$ cat config.mk
export PLATFORM = sky130hd
export DESIGN_NAME = nf10_axil_master
export DESIGN_NICKNAME = d
export VERILOG_FILES = /design/src/rtl/nf10_axil_master.sv
export SDC_FILE = /design/constraint.sdc
export NUM_CORES = 1
export LEC_CHECK = 0
export BUFFER_PORTS_ARGS = -buffer_cell sky130_fd_sc_hd__buf_2
export CAP_MARGIN = 20
export CORE_MARGIN = 2
export CORE_UTILIZATION = 40
export DETAILED_ROUTE_END_ITERATION = 7
export PLACE_DENSITY = 0.66
export SLEW_MARGIN = 20
export SYNTH_ARGS = -nofsm -noshare
export SYNTH_HDL_FRONTEND = slang
export SYNTH_SLANG_ARGS = --single-unit
$ cat constraint.sdc
create_clock -name M_AXI_ACLK -period 2.3 [get_ports M_AXI_ACLK]
set_input_delay 0.46 -clock M_AXI_ACLK [delete_from_list [all_inputs] [get_ports M_AXI_ACLK]]
set_output_delay 0.46 -clock M_AXI_ACLK [all_outputs]
set_load 0.02 [all_outputs]
$ cat src/rtl/nf10_axil_master.sv
// nf10_axil_master: AXI4-Lite master engine.
// A single-beat command/response handshake is turned into one AXI4-Lite read
// or write transaction, with at most one transaction outstanding. A
// saturating response timer abandons transactions to hung slaves.
module nf10_axil_master #(
   parameter int C_M_AXI_DATA_WIDTH = 32,
   parameter int C_M_AXI_ADDR_WIDTH = 32,
   parameter int C_TIMEOUT_CYCLES   = 1024
) (
   input  logic                              M_AXI_ACLK,
   input  logic                              M_AXI_ARESETN,
   // command / response side
   input  logic                              cmd_valid,
   output logic                              cmd_ready,
   input  logic                              cmd_rnw,
   input  logic [C_M_AXI_ADDR_WIDTH-1:0]     cmd_addr,
   input  logic [C_M_AXI_DATA_WIDTH-1:0]     cmd_wdata,
   input  logic [C_M_AXI_DATA_WIDTH/8-1:0]   cmd_wstrb,
   output logic                              rsp_valid,
   input  logic                              rsp_ready,
   output logic [C_M_AXI_DATA_WIDTH-1:0]     rsp_rdata,
   output logic [1:0]                        rsp_resp,
   output logic                              rsp_timeout,
   // AXI4-Lite master
   output logic [C_M_AXI_ADDR_WIDTH-1:0]     M_AXI_AWADDR,
   output logic [2:0]                        M_AXI_AWPROT,
   output logic                              M_AXI_AWVALID,
   input  logic                              M_AXI_AWREADY,
   output logic [C_M_AXI_DATA_WIDTH-1:0]     M_AXI_WDATA,
   output logic [C_M_AXI_DATA_WIDTH/8-1:0]   M_AXI_WSTRB,
   output logic                              M_AXI_WVALID,
   input  logic                              M_AXI_WREADY,
   input  logic [1:0]                        M_AXI_BRESP,
   input  logic                              M_AXI_BVALID,
   output logic                              M_AXI_BREADY,
   output logic [C_M_AXI_ADDR_WIDTH-1:0]     M_AXI_ARADDR,
   output logic [2:0]                        M_AXI_ARPROT,
   output logic                              M_AXI_ARVALID,
   input  logic                              M_AXI_ARREADY,
   input  logic [C_M_AXI_DATA_WIDTH-1:0]     M_AXI_RDATA,
   input  logic [1:0]                        M_AXI_RRESP,
   input  logic                              M_AXI_RVALID,
   output logic                              M_AXI_RREADY
);

   // Timer is wide enough to hold C_TIMEOUT_CYCLES; at least one bit when disabled.
   localparam int TW = (C_TIMEOUT_CYCLES > 0) ? $clog2(C_TIMEOUT_CYCLES + 1) : 1;
   localparam logic [TW-1:0] TIMER_LAST = TW'((C_TIMEOUT_CYCLES > 0) ? C_TIMEOUT_CYCLES - 1 : 0);
   localparam logic [TW-1:0] TIMER_MAX  = '1;

   typedef enum logic [2:0] {IDLE, WR_REQ, WR_RESP, RD_REQ, RD_RESP, RSP} state_t;

   state_t                            state_reg;
   logic [TW-1:0]                     timer_reg;
   logic                              aw_done_reg, w_done_reg;
   logic [C_M_AXI_ADDR_WIDTH-1:0]     awaddr_reg, araddr_reg;
   logic [C_M_AXI_DATA_WIDTH-1:0]     wdata_reg, rdata_reg;
   logic [C_M_AXI_DATA_WIDTH/8-1:0]   wstrb_reg;
   logic                              awvalid_reg, wvalid_reg, bready_reg, arvalid_reg, rready_reg;
   logic                              rsp_valid_reg, rsp_timeout_reg;
   logic [1:0]                        rsp_resp_reg;

   logic aw_hs, w_hs, aw_done_next, w_done_next;
   logic in_txn, expire, done_now, abort;

   assign aw_hs        = awvalid_reg && M_AXI_AWREADY;
   assign w_hs         = wvalid_reg  && M_AXI_WREADY;
   assign aw_done_next = aw_done_reg || aw_hs;
   assign w_done_next  = w_done_reg  || w_hs;
   assign in_txn       = (state_reg == WR_REQ) || (state_reg == WR_RESP) ||
                         (state_reg == RD_REQ) || (state_reg == RD_RESP);
   assign expire       = (C_TIMEOUT_CYCLES != 0) && (timer_reg == TIMER_LAST);
   assign abort        = in_txn && expire && !done_now;

   // Detect the handshake that ends the current wait state; it beats the timeout.
   always_comb begin
      done_now = 1'b0;
      case (state_reg)
         WR_REQ:  done_now = aw_done_next && w_done_next;
         WR_RESP: done_now = bready_reg && M_AXI_BVALID;
         RD_REQ:  done_now = arvalid_reg && M_AXI_ARREADY;
         RD_RESP: done_now = rready_reg && M_AXI_RVALID;
         default: done_now = 1'b0;
      endcase
   end

   // Transaction FSM with registered AXI and response outputs plus the response timer.
   always_ff @(posedge M_AXI_ACLK) begin
      if (!M_AXI_ARESETN) begin
         state_reg       <= IDLE;
         timer_reg       <= '0;
         aw_done_reg     <= 1'b0;
         w_done_reg      <= 1'b0;
         awaddr_reg      <= '0;
         araddr_reg      <= '0;
         wdata_reg       <= '0;
         wstrb_reg       <= '0;
         awvalid_reg     <= 1'b0;
         wvalid_reg      <= 1'b0;
         bready_reg      <= 1'b0;
         arvalid_reg     <= 1'b0;
         rready_reg      <= 1'b0;
         rsp_valid_reg   <= 1'b0;
         rsp_timeout_reg <= 1'b0;
         rsp_resp_reg    <= 2'b00;
         rdata_reg       <= '0;
      end else begin
         if (in_txn && timer_reg != TIMER_MAX)
            timer_reg <= timer_reg + 1'b1;
         case (state_reg)
            IDLE: begin
               if (cmd_valid) begin
                  timer_reg   <= '0;
                  aw_done_reg <= 1'b0;
                  w_done_reg  <= 1'b0;
                  if (cmd_rnw) begin
                     araddr_reg  <= cmd_addr;
                     arvalid_reg <= 1'b1;
                     state_reg   <= RD_REQ;
                  end else begin
                     awaddr_reg  <= cmd_addr;
                     wdata_reg   <= cmd_wdata;
                     wstrb_reg   <= cmd_wstrb;
                     awvalid_reg <= 1'b1;
                     wvalid_reg  <= 1'b1;
                     state_reg   <= WR_REQ;
                  end
               end
            end
            WR_REQ: begin
               aw_done_reg <= aw_done_next;
               w_done_reg  <= w_done_next;
               if (aw_hs) awvalid_reg <= 1'b0;
               if (w_hs)  wvalid_reg  <= 1'b0;
               if (aw_done_next && w_done_next) begin
                  bready_reg <= 1'b1;
                  state_reg  <= WR_RESP;
               end
            end
            WR_RESP: begin
               if (M_AXI_BVALID) begin
                  bready_reg      <= 1'b0;
                  rsp_resp_reg    <= M_AXI_BRESP;
                  rdata_reg       <= '0;
                  rsp_timeout_reg <= 1'b0;
                  rsp_valid_reg   <= 1'b1;
                  state_reg       <= RSP;
               end
            end
            RD_REQ: begin
               if (M_AXI_ARREADY) begin
                  arvalid_reg <= 1'b0;
                  rready_reg  <= 1'b1;
                  state_reg   <= RD_RESP;
               end
            end
            RD_RESP: begin
               if (M_AXI_RVALID) begin
                  rready_reg      <= 1'b0;
                  rdata_reg       <= M_AXI_RDATA;
                  rsp_resp_reg    <= M_AXI_RRESP;
                  rsp_timeout_reg <= 1'b0;
                  rsp_valid_reg   <= 1'b1;
                  state_reg       <= RSP;
               end
            end
            RSP: begin
               if (rsp_ready) begin
                  rsp_valid_reg <= 1'b0;
                  state_reg     <= IDLE;
               end
            end
            default: state_reg <= IDLE;
         endcase
         // Hung slave: abandon the transaction; late beats are ignored since READY drops.
         if (abort) begin
            awvalid_reg     <= 1'b0;
            wvalid_reg      <= 1'b0;
            bready_reg      <= 1'b0;
            arvalid_reg     <= 1'b0;
            rready_reg      <= 1'b0;
            rsp_valid_reg   <= 1'b1;
            rsp_timeout_reg <= 1'b1;
            rsp_resp_reg    <= 2'b10;
            rdata_reg       <= '0;
            state_reg       <= RSP;
         end
      end
   end

   assign cmd_ready     = (state_reg == IDLE);
   assign rsp_valid     = rsp_valid_reg;
   assign rsp_rdata     = rdata_reg;
   assign rsp_resp      = rsp_resp_reg;
   assign rsp_timeout   = rsp_timeout_reg;
   assign M_AXI_AWADDR  = awaddr_reg;
   assign M_AXI_AWPROT  = 3'b000;
   assign M_AXI_AWVALID = awvalid_reg;
   assign M_AXI_WDATA   = wdata_reg;
   assign M_AXI_WSTRB   = wstrb_reg;
   assign M_AXI_WVALID  = wvalid_reg;
   assign M_AXI_BREADY  = bready_reg;
   assign M_AXI_ARADDR  = araddr_reg;
   assign M_AXI_ARPROT  = 3'b000;
   assign M_AXI_ARVALID = arvalid_reg;
   assign M_AXI_RREADY  = rready_reg;

endmodule

==> results.sh, run 1 <==
export IMPL_post_cts_buffers=0
export IMPL_grt_pass1_wl_um=25800
export IMPL_synth_async_reset_ratio=0
export IMPL_synth_top_cell_by_area="dfxtp_1"
export IMPL_cts_hold_buf=0
export IMPL_syn_area_per_cell_um2=8.29
export IMPL_start_util=0.408
export IMPL_grt_max_degree=57
export IMPL_cts_root_buf="clkbuf_16"
export IMPL_status="finished, final reports clean"
export IMPL_antenna_cells=0
export IMPL_worst_pin_slew_ps=597
export IMPL_cp_data_required_time_ps=1840
export IMPL_post_dp_cell_area_mm2=0.00770
export IMPL_max_clock_freq_ghz=0.476
export IMPL_clk_path_buf_depth=2
export IMPL_final_hold_viol_count=0
export IMPL_cts_resized=0
export IMPL_drt_iter0_drc=322
export IMPL_clk_latency_ps=420
export IMPL_finalNonFillerCells=1186
export IMPL_antenna_found_initial=0
export IMPL_crit_arrival_ps=1640
export IMPL_antenna_left=0
export IMPL_power_leakage_nw=3.62
export IMPL_rsz0062_at_grt="false"
export IMPL_rows=45
export IMPL_irDropWorstVdd_mv=0.478
export IMPL_fp_dieW_um=129
export IMPL_netlist_area_mm2=0.00620
export IMPL_post_drt_via_cell_ratio=4.95
export IMPL_synth_most_common_cell="nand2_1"
export IMPL_fin_tns_setup_ps=0
export IMPL_synth_top_flop_cell="dfxtp_1"
export IMPL_cts_buffers=17
export IMPL_gp_congestion=0.809
export IMPL_pin_count=262
export IMPL_crit_type="flop to output pin"
export IMPL_hold_class="input pin to flop"
export IMPL_start_kind="flop"
export IMPL_timing_final_crit_share=0.914
export IMPL_wl_per_cell_um=14.0
export IMPL_relSlewSlack=0.602
export IMPL_die_h_um=129
export IMPL_synth_top_area_frac=0.507
export IMPL_synth_edf_count=0
export IMPL_slew_violations=0
export IMPL_synth_warnings=0
export IMPL_num_vias=5866
export IMPL_cts_max_level=4
export IMPL_final_layout_size_suffix_gt1_frac=0.312
export IMPL_drt_first_pass_iters=4
export IMPL_ys_ff_latch=157
export IMPL_remaining_drc_errors=0
export IMPL_end_kind="output pin"
export IMPL_netlist_instances=748
export IMPL_power_density_mw_per_mm2=858
export IMPL_finClkSkew_ps=7.97
export IMPL_core_mm2=0.0152
export IMPL_design_area_mm2=0.00826
export IMPL_maxCapViolations=0
export IMPL_cp_cell_sequence="or3_1 > inv_1 > buf_2"
export IMPL_power_total_w=0.00709
export IMPL_ys_types=49
export IMPL_slowest_stage="dfxtp_1"
export IMPL_grt_total_usage=0.195
export IMPL_critPathMaxFanout=19
export IMPL_slowest_delay_ps=490
export IMPL_clk_pin_slew_ps=60
export IMPL_final_net_count=1101
export IMPL_grt_overflow=0
export IMPL_yosys_top_cells_count="nand2_1, dfxtp_1, a21oi_1"
export IMPL_routed_wl_um=16600
export IMPL_syn_to_final_growth_pct=33.3
export IMPL_setup_viol=0
export IMPL_dp_cells=1155
export IMPL_die_area_mm2=0.0165
export IMPL_cts_tree="built"
export IMPL_ys_seq_area_frac=0.507
export IMPL_grt_pass1_vias=5161
export IMPL_finalCriticalPeriod_ps=2100
export IMPL_port_buffers=255
export IMPL_dp_hpwl_um=11600
export IMPL_cts_sinks=157
export IMPL_synth_area_leaders="dfxtp_1, nand2_1, a21oi_1, mux2i_1, and2_1"
-- routing by layer --
metal	vias up	routed length (um)	global-route usage
met1	2650	7210	0.251
met4	0	400	0.0812
li1	2973	-	-
met2	216	7660	0.303
met3	27	1350	0.0636
met5	-	0	0
-- report_power, final --
part	total (W)	switching, W	internal [W]
clock	0.00272	0.00109	0.00162
combinational	0.00137	0.000852	0.000518
sequential	0.00300	0.000109	0.00289
-- layout make-up --
type,count,area (um^2)
clock inverters,10,115
repair buffers,271,1510
clock buffers,21,450
well taps,188,235
inverters,7,27.5
multi-input cells,532,2780
fillers,1460,6940
flip-flops and latches,157,3140
-- stage by stage --
step	util	setup WS, ps	hold WS [ps]
final	0.544	198	273
after global routing	0.544	96.0	266
after CTS	0.544	164	254
after detailed placement	0.506	391	444
after global placement	0.506	422	438
after floorplan	-	547	452
-- critical path: cells and delay by family (launching register included) --
family	cells	cell delay (ps)
flip-flops	1	490
AND/OR/NAND/NOR	1	480
buffers and inverters	2	250
-- cells in the final DEF (no fill, tap or decap), types with 7 or more instances in the layout --
master	count
buf_12	9
a21oi_1	121
clkbuf_16	17
and2_1	35
o21ai_0	12
buf_2	255
buf_4	7
nor2_1	40
mux2i_1	35
nand2_1	212
dfxtp_1	157
-- cell families after synthesis --
group,synth area share
simple gates,0.238
flops,0.507
fa+ha+maj,0.00202
mux,0.0619
compound gates,0.140
buf+inv,0.0504
other cells,0.000605
-- worst paths after layout --
kind / slack, ps / to / depth (start not counted) / from
hold / removal: 270 / M_AXI_WDATA[4] / 3 / cmd_wdata[4]
setup reg to reg: 380 / timer_reg[3] / 4 / state_reg[1]
hold reg to reg: 450 / M_AXI_AWADDR[19] / 2 / M_AXI_AWADDR[19]
setup / recovery: 200 / cmd_ready / 3 / state_reg[1]
Power figures use the tool's default switching activity.
==> run 2: changes to the inputs <==
BUFFER_PORTS_ARGS = not set   (was -buffer_cell sky130_fd_sc_hd__buf_2)
DONT_BUFFER_PORTS = 1   (was not set)
PLACE_DENSITY = 0.51   (was 0.66)
SKIP_LAST_GASP = 1   (was not set)
==> results.sh, run 2 (synthesis gave the netlist of run 1 again) <==
export IMPL_wl_met3_um=1630
export IMPL_grt_overflow=0
export IMPL_irDropWorstVdd_mv=0.539
export IMPL_end_kind="flop"
export IMPL_gp_congestion=0.808
export IMPL_die_area_mm2=0.0165
export IMPL_cts_tree="built"
export IMPL_status="finished, final reports clean"
export IMPL_drt_first_pass_iters=5
export IMPL_multi_input_area_mm2=0.00278
export IMPL_maxCapViolations=0
export IMPL_grt_total_usage=0.186
export IMPL_switching_power_w=0.00198
export IMPL_cts_resized=0
export IMPL_clkPwrFrac=0.394
export IMPL_wl_met2_um=7360
export IMPL_max_clock_freq_ghz=0.494
export IMPL_final_layout_size_suffix_gt1_frac=0.0790
export IMPL_setup_viol=0
export IMPL_worst_pin_slew_ps=640
export IMPL_finClkSkew_ps=9.71
export IMPL_clk_path_buf_depth=2
export IMPL_drt_iter0_drc=222
export IMPL_hold_class="input pin to flop"
export IMPL_fillers=1507
export IMPL_final_hold_viol_count=0
export IMPL_finalCriticalPeriod_ps=2020
export IMPL_slew_violations=0
export IMPL_critPathMaxFanout=13
export IMPL_fin_util=0.457
export IMPL_remaining_drc_errors=0
export IMPL_final_cell_mix="nand2_1, dfxtp_1, a21oi_1"
export IMPL_dp_slack_ps=296
export IMPL_slowest_delay_ps=540
export IMPL_timing_final_crit_share=0.880
export IMPL_layout_commonest_cell="nand2_1"
export IMPL_setup_slack_ps=277
export IMPL_fin_tns_setup_ps=0
export IMPL_cts_hold_buf=0
export IMPL_cp_cell_sequence="o21ai_0 > nand2_1 > or4_1 > a21oi_1"
export IMPL_antenna_cells=0
export IMPL_wl_per_cell_um=16.8
export IMPL_cts_buffers=17
export IMPL_cp_data_required_time_ps=2640
export IMPL_crit_buf_inv=0
export IMPL_start_kind="flop"
export IMPL_port_buffers=0
export IMPL_cts_root_buf="clkbuf_16"
export IMPL_wl_met1_um=6250
export IMPL_relSlewSlack=0.573
export IMPL_top_layer_used="met4"
export IMPL_rsz0062_at_grt="false"
export IMPL_slowest_stage="or4_1"
export IMPL_rows=45
export IMPL_switching_share=0.292
export IMPL_routed_wl_um=15700
export IMPL_power_density_mw_per_mm2=977
export IMPL_cts_sinks=157
export IMPL_num_vias=5005
export IMPL_power_leakage_nw=2.40
export IMPL_crit_family="simple AND/OR/NAND/NOR gates"
export IMPL_p_int_w=0.00481
export IMPL_antenna_left=0
export IMPL_syn_to_final_growth_pct=12.0
export IMPL_grt_max_degree=69
export IMPL_die_h_um=129
export IMPL_fp_dieW_um=129
export IMPL_power_frac_seq=0.475
export IMPL_grt_pass1_wl_um=24200
export IMPL_clk_latency_ps=420
export IMPL_hold_slack_ps=168
export IMPL_cts_max_level=4
export IMPL_start_util=0.408
export IMPL_dp_hpwl_um=11100
export IMPL_combPwrFrac=0.131
export IMPL_crit_arrival_ps=2360
export IMPL_core_mm2=0.0152
export IMPL_post_drt_via_cell_ratio=5.35
export IMPL_post_cts_buffers=0
export IMPL_pin_count=262
export IMPL_crit_type="flop to flop"
export IMPL_final_net_count=849
export IMPL_clk_pin_slew_ps=60
export IMPL_grt_pass1_vias=4728
export IMPL_seq_area_mm2=0.00314
export IMPL_antenna_found_initial=0
==> run 2: cell type report <==
cell class | count | share of cell area
clock buffers | 24 | 0.0693
flip-flops and latches | 157 | 0.452
multi-input cells | 532 | 0.401
clock inverters | 8 | 0.0121
well taps | 188 | 0.0339
repair buffers | 19 | 0.0277
inverters | 7 | 0.00396
==> run 2: worst paths after layout <==
check,cells past startpoint,slack (ps),startpoint,end
hold reg to reg,2,490,timer_reg[9],timer_reg[9]
setup / recovery,4,280,state_reg[1],timer_reg[3]
setup reg to reg,4,280,state_reg[1],timer_reg[3]
hold / removal,2,170,cmd_addr[25],M_AXI_ARADDR[25]
==> run 2: metal layers <==
layer / up-vias / track usage
met2: 193 / 0.298
met1: 2320 / 0.215
met3: 31 / 0.0819
li1: 2461 / -
met5: - / 0
met4: 0 / 0.0882
==> run 2: power groups by stage <==
stage	clock network, W	logic, W	registers, W
floorplan	0	0.000713	0.00324
global route	0.00286	0.00100	0.00325
global placement	0	0.000872	0.00329
CTS	0.00273	0.000898	0.00323
finish	0.00267	0.000889	0.00323
detailed placement	0	0.000898	0.00329
==> run 2: stage by stage <==
step / std cells / area (um^2) / power [W]
finish: 935 / 6950 / 0.00679
global route: 935 / 6950 / 0.00710
CTS: 935 / 6950 / 0.00686
detailed placement: 903 / 6380 / 0.00419
global placement: 903 / 6380 / 0.00416
floorplan: 753 / 6220 / 0.00395
==> run 2: worst reg2reg max path, stage by stage (launching register included) <==
cell and delay, ps:
dfxtp_1 440, o21ai_0 480, nand2_1 350, or4_1 540, a21oi_1 140
